==> config.mk <==
export PLATFORM = sky130hd
export DESIGN_NAME = instr_align_stage_flat
export DESIGN_NICKNAME = d
export VERILOG_FILES = /design/src/rtl/instr_align_stage_if.sv /design/src/rtl/instr_align_stage.sv /design/src/flat_wrapper.sv
export SDC_FILE = /design/constraint.sdc
export NUM_CORES = 1
export LEC_CHECK = 0
export ABC_AREA = 1
export CAP_MARGIN = 0
export CORE_UTILIZATION = 30
export CTS_CLUSTER_DIAMETER = 50
export DETAILED_ROUTE_END_ITERATION = 16
export GPL_TIMING_DRIVEN = 1
export PLACE_DENSITY = 0.58
export SYNTH_ARGS = -nofsm -noshare
export SYNTH_HDL_FRONTEND = slang
export SYNTH_SLANG_ARGS = --single-unit
export TNS_END_PERCENT = 10
==> constraint.sdc <==
create_clock -name clk -period 5.19 [get_ports clk]
set_clock_uncertainty 0.2 [all_clocks]
set_input_delay 0.519 -clock clk [delete_from_list [all_inputs] [get_ports clk]]
set_output_delay 0.519 -clock clk [all_outputs]
set_load 0.005 [all_outputs]
==> src/rtl/instr_align_stage_if.sv <==
// Handshake bundle around the instruction align stage.
//   ifq_*  : instruction fetch queue head and pop request
//   out_*  : registered {instr, pc, rvc} towards decode with valid/ready
// The master modport is the align stage. The slave modport is its environment,
// which is the fetch queue plus decode.
interface instr_align_stage_if;
   logic [1:0]  ifq_avail;
   logic [31:0] ifq_data;
   logic        ifq_pop;
   logic        ifq_pop_16bit;
   logic        out_vld;
   logic        out_rdy;
   logic [31:0] out_instr;
   logic [31:0] out_pc;
   logic        out_rvc;

   modport master (
      input  ifq_avail, ifq_data, out_rdy,
      output ifq_pop, ifq_pop_16bit, out_vld, out_instr, out_pc, out_rvc
   );

   modport slave (
      output ifq_avail, ifq_data, out_rdy,
      input  ifq_pop, ifq_pop_16bit, out_vld, out_instr, out_pc, out_rvc
   );
endinterface

==> src/rtl/instr_align_stage.sv <==
// Instruction align stage (pipeline stage 0).
// The stage classifies the fetch queue head as RVC or 32-bit and pops the
// matching number of halfwords. It tracks the PC and presents a registered
// {instr, pc, rvc} to decode.
// Ports:
//   clk, rst      clock and synchronous active-high reset
//   flush_req     jump/redirect: drops the held instruction and reloads the PC
//   flush_pc      redirect target (bit 0 ignored)
//   bus           queue/decode handshake (instr_align_stage_if.master)
//   stall_cnt     saturating count of cycles where the slot was free but starved
module instr_align_stage #(
   parameter logic [31:0] RESET_PC    = 32'h0000_0000,
   parameter int unsigned STALL_CNT_W = 16
) (
   input  logic                   clk,
   input  logic                   rst,
   input  logic                   flush_req,
   input  logic [31:0]            flush_pc,
   instr_align_stage_if.master    bus,
   output logic [STALL_CNT_W-1:0] stall_cnt
);

   localparam logic [31:0] ResetPcAligned = {RESET_PC[31:1], 1'b0};

   logic                   out_vld_q,   out_vld_d;
   logic [31:0]            out_instr_q, out_instr_d;
   logic [31:0]            out_pc_q,    out_pc_d;
   logic                   out_rvc_q,   out_rvc_d;
   logic [31:0]            fetch_pc_q,  fetch_pc_d;
   logic [STALL_CNT_W-1:0] stall_cnt_q, stall_cnt_d;

   logic slot_free;
   logic is_rvc;
   logic has_one;
   logic has_two;
   logic can_issue;
   logic fire16;
   logic fire32;
   logic fire;

   // An avail value of 3 is treated like 2, so bit 1 alone means "two halfwords".
   assign has_one   = (bus.ifq_avail != 2'd0);
   assign has_two   = bus.ifq_avail[1];
   assign is_rvc    = (bus.ifq_data[1:0] != 2'b11);
   assign slot_free = ~out_vld_q | bus.out_rdy;
   assign can_issue = ~rst & ~flush_req & slot_free;

   // A 32-bit head with only one halfword present waits in the queue.
   assign fire16 = can_issue & has_one & is_rvc;
   assign fire32 = can_issue & has_two & ~is_rvc;
   assign fire   = fire16 | fire32;

   assign bus.ifq_pop       = fire;
   assign bus.ifq_pop_16bit = is_rvc;

   always_comb begin
      out_vld_d   = out_vld_q;
      out_instr_d = out_instr_q;
      out_pc_d    = out_pc_q;
      out_rvc_d   = out_rvc_q;
      fetch_pc_d  = fetch_pc_q;
      stall_cnt_d = stall_cnt_q;

      if (flush_req) begin
         // The out_rdy input is ignored here, so a held instruction is dropped.
         out_vld_d  = 1'b0;
         fetch_pc_d = {flush_pc[31:1], 1'b0};
      end else if (fire) begin
         out_vld_d   = 1'b1;
         out_instr_d = fire16 ? {16'h0000, bus.ifq_data[15:0]} : bus.ifq_data;
         out_rvc_d   = fire16;
         out_pc_d    = fetch_pc_q;
         fetch_pc_d  = fetch_pc_q + (fire16 ? 32'd2 : 32'd4);
      end else if (bus.out_rdy) begin
         out_vld_d = 1'b0;
      end

      if (can_issue && !fire && (stall_cnt_q != {STALL_CNT_W{1'b1}})) begin
         stall_cnt_d = stall_cnt_q + 1'b1;
      end
   end

   always_ff @(posedge clk) begin
      if (rst) begin
         out_vld_q   <= 1'b0;
         out_instr_q <= 32'h0;
         out_pc_q    <= ResetPcAligned;
         out_rvc_q   <= 1'b0;
         fetch_pc_q  <= ResetPcAligned;
         stall_cnt_q <= '0;
      end else begin
         out_vld_q   <= out_vld_d;
         out_instr_q <= out_instr_d;
         out_pc_q    <= out_pc_d;
         out_rvc_q   <= out_rvc_d;
         fetch_pc_q  <= fetch_pc_d;
         stall_cnt_q <= stall_cnt_d;
      end
   end

   assign bus.out_vld   = out_vld_q;
   assign bus.out_instr = out_instr_q;
   assign bus.out_pc    = out_pc_q;
   assign bus.out_rvc   = out_rvc_q;
   assign stall_cnt     = stall_cnt_q;

endmodule

==> src/flat_wrapper.sv <==
// flat-port wrapper written by rule: the top's interface ports become plain ports
module instr_align_stage_flat 
#(
   parameter logic [31:0] RESET_PC    = 32'h0000_0000,
   parameter int unsigned STALL_CNT_W = 16
)
  (clk, rst, flush_req, flush_pc, stall_cnt, bus_ifq_avail, bus_ifq_data, bus_out_rdy, bus_ifq_pop, bus_ifq_pop_16bit, bus_out_vld, bus_out_instr, bus_out_pc, bus_out_rvc);
  instr_align_stage_if bus_i ();
  input  logic clk;
  input  logic rst;
  input  logic flush_req;
  input  logic [31:0] flush_pc;
  output logic [STALL_CNT_W-1:0] stall_cnt;
  input wire logic [$bits(bus_i.ifq_avail)-1:0] bus_ifq_avail;
  input wire logic [$bits(bus_i.ifq_data)-1:0] bus_ifq_data;
  input wire logic [$bits(bus_i.out_rdy)-1:0] bus_out_rdy;
  output wire logic [$bits(bus_i.ifq_pop)-1:0] bus_ifq_pop;
  output wire logic [$bits(bus_i.ifq_pop_16bit)-1:0] bus_ifq_pop_16bit;
  output wire logic [$bits(bus_i.out_vld)-1:0] bus_out_vld;
  output wire logic [$bits(bus_i.out_instr)-1:0] bus_out_instr;
  output wire logic [$bits(bus_i.out_pc)-1:0] bus_out_pc;
  output wire logic [$bits(bus_i.out_rvc)-1:0] bus_out_rvc;
  assign bus_i.ifq_avail = bus_ifq_avail;
  assign bus_i.ifq_data = bus_ifq_data;
  assign bus_i.out_rdy = bus_out_rdy;
  assign bus_ifq_pop = bus_i.ifq_pop;
  assign bus_ifq_pop_16bit = bus_i.ifq_pop_16bit;
  assign bus_out_vld = bus_i.out_vld;
  assign bus_out_instr = bus_i.out_instr;
  assign bus_out_pc = bus_i.out_pc;
  assign bus_out_rvc = bus_i.out_rvc;
  instr_align_stage #(.RESET_PC(RESET_PC), .STALL_CNT_W(STALL_CNT_W)) u_core (.clk(clk), .rst(rst), .flush_req(flush_req), .flush_pc(flush_pc), .bus(bus_i), .stall_cnt(stall_cnt));
endmodule
==> flow_summary.toml <==
[synthesis]
synthArstFlopShare = 0
synth_area_sq_um = 5410
yosysWarnings = 0
ys_seq_elements = 112
syn_area_per_cell_sq_um = 6.89
syn-num-nets = 860
syn_inst = 786
synth_edf_count = 0
seq_area_frac_synth = 0.414
ys_types = 40
ys.flop_type = "dfxtp_1"

[route]
drc = 0
vias_per_cell = 4.68
first_iter_violations = 284
ant_nets = 0
finalWirelength_um = 16000
dr.pass1.iters = 5
vias = 5369
wl_per_cell_um = 13.9

[clocking]
cts_tree = "built"
cts_buffer_depth = 2
ctsResizeCount = 0
htreeDepth = 3
insertion_delay_ps = 360
root_buffer = "clkbuf_16"
clk_pin_slew_ps = 80
numClockSinks = 112
hold_buffers = 0
postCtsSetupRepairBufs = 0
numCtsBuffers = 9

[cells_and_area]
layout_commonest_cell = "nand2_1"
areaGrowthSynthToFinish_pct = 35.8
final_util = 0.420
fin_area_sq_um = 7350
final_cell_mix = "nand2_1 (194), nor2_1 (152), clkdlybuf4s50_1 (150)"
diodes = 0
nFillCells = 1836
drive_gt1_frac = 0.0401
layout.nets = 991

[pwr]
p_sw_frac = 0.269
powerDensity_nw_per_um2 = 266
seqPwrFrac = 0.479
p_clk_frac = 0.375
vdd.ir_drop.worst_uv = 190
p_comb_frac = 0.146
p_leak_nw = 2.68
p_switching_mw = 0.526
p_int_mw = 1.43

[worst_setup_path]
worstPathArrival_ps = 2770
end_kind = "output port"
cpMaxStageDelayCell = "clkdlybuf4s50_1"
path_cells = "clkdlybuf4s50_1 -> buf_4 -> nor2_8 -> nand2_4 -> nor2_8 -> nor2_4 -> inv_2 -> clkdlybuf4s50_1"
startpoint_type = "input port"
cp_max_fo = 26
worst_path_largest_cell_delay_ps = 600
cp.required_ps = 4470
rrSetupSlack_ps = 2320
path_class = "input port to output port"

[global_route]
grt_pass1_vias = 5032
grt_max_degree = 74
overflow = 0
antenna_found_initial = 0
grt_pass1_wl_um = 25400
track_usage = 0.174

[placed_design]
post_dp_cell_area_sq_um = 7040
place_congestion = 0.870
hpwl_um = 11400
portBuffers = 151

[job]
drv_cap = 0

[floorplan]
die_h_um = 136
rows = 48
die_area_sq_um = 18600
io_pins = 154
fp.dieW_um = 136
core_sq_um = 17500
floorplan.initialDensity = 0.310

[sta]
timing.setup.tns_ps = 0
grt_setup_unrepaired = "false"
finalCriticalPeriod_ps = 3480
setup_viol = 0
tightest_slew_ps = 862
finalHoldViolations = 0
drv_slew = 0
layout_worst_path_cycle_share = 0.671
slew_headroom = 0.425
clock.fmax_mhz = 287

[min_path]
min_path_type = "flop to flop"

[status]
status = "finished clean"
-- final cells by class --
cell class / count / area, sq um / share of cell area
clock buffer: 9 / 225 / 0.0306
clock inverter: 7 / 80.1 / 0.0109
inverter: 64 / 240 / 0.0327
multi-input combinational: 572 / 2720 / 0.370
sequential: 112 / 2240 / 0.305
tap: 225 / 282 / 0.0383
timing repair buffer: 158 / 1560 / 0.212
-- cell families after synthesis --
group,count (synthesis),share of synthesized area
DFF,112,0.414
xor gates and xnor gates,19,0.0307
and+or+nand+nor,415,0.320
AOI/OAI and AO/OA,133,0.141
adders and majority gates,4,0.0106
buffers and inverters,102,0.0832
other,1,0.000693
-- metrics by stage --
step | cells | hold slack (ps) | setup slack [ps] | total power, mW
after detailed placement | 1131 | 253 | 1410 | 1.25
after CTS | 1147 | 264 | 1640 | 1.98
after floorplan | 786 | 252 | 2350 | 1.10
final | 1147 | 260 | 1710 | 1.96
after global routing | 1147 | 282 | 1480 | 2.04
after global placement | 1131 | 249 | 1420 | 1.24
-- critical path, delay by kind of cell --
kind          cells  cell delay (ps)
buf+inv           4             1640
simple gates      4              600
-- per-layer routing --
metal  vias to the layer above  global-route usage  share of wire
met5                         -                   0              0
met4                         0              0.0506          0.014
met3                        14              0.0365          0.053
met2                       109               0.284           0.46
met1                      2450               0.230           0.47
li1                       2796                   -              -
-- Yosys cell counts (7+ instances only) --
library cell / instances / share of area
inv_1: 62 / 0.043
buf_2: 8 / 0.0074
nand2_1: 194 / 0.13
a21oi_1: 53 / 0.049
xnor2_1: 7 / 0.011
buf_4: 9 / 0.012
nand3_1: 37 / 0.034
nor2_1: 152 / 0.11
nand4_1: 7 / 0.0081
nor3_1: 11 / 0.010
a211oi_1: 23 / 0.032
xor2_1: 12 / 0.019
dfxtp_1: 112 / 0.41
clkbuf_1: 16 / 0.011
o21ai_0: 35 / 0.032
-- power groups by stage --
stage               clock network [mW]  logic, mW  registers, mW
floorplan                            0      0.145          0.954
global placement                     0      0.288          0.957
detailed placement                   0      0.288          0.959
CTS                              0.756      0.290          0.938
global route                     0.782      0.318          0.945
finish                           0.733      0.285          0.938
-- flip-flops by register name, indices dropped and copies added, names as in the netlist --
name,count
u_core.bus.out_rvc,1
u_core.fetch_pc_q,31
u_core.bus.out_vld,1
u_core.bus.out_instr,32
u_core.bus.out_pc,31
u_core.stall_cnt,16
-- final timing paths --
| check | startpoint | endpoint | cells after the start |
|---|---|---|---|
| max reg2reg | u_core.bus.out_vld | u_core.fetch_pc_q[29] | 15 |
| min reg2reg | u_core.bus.out_instr[28] | u_core.bus.out_instr[28] | 2 |
| min | u_core.bus.out_instr[28] | u_core.bus.out_instr[28] | 2 |
| max | flush_req | bus_ifq_pop | 8 |
Note: power is estimated with default switching activity, not from simulation.
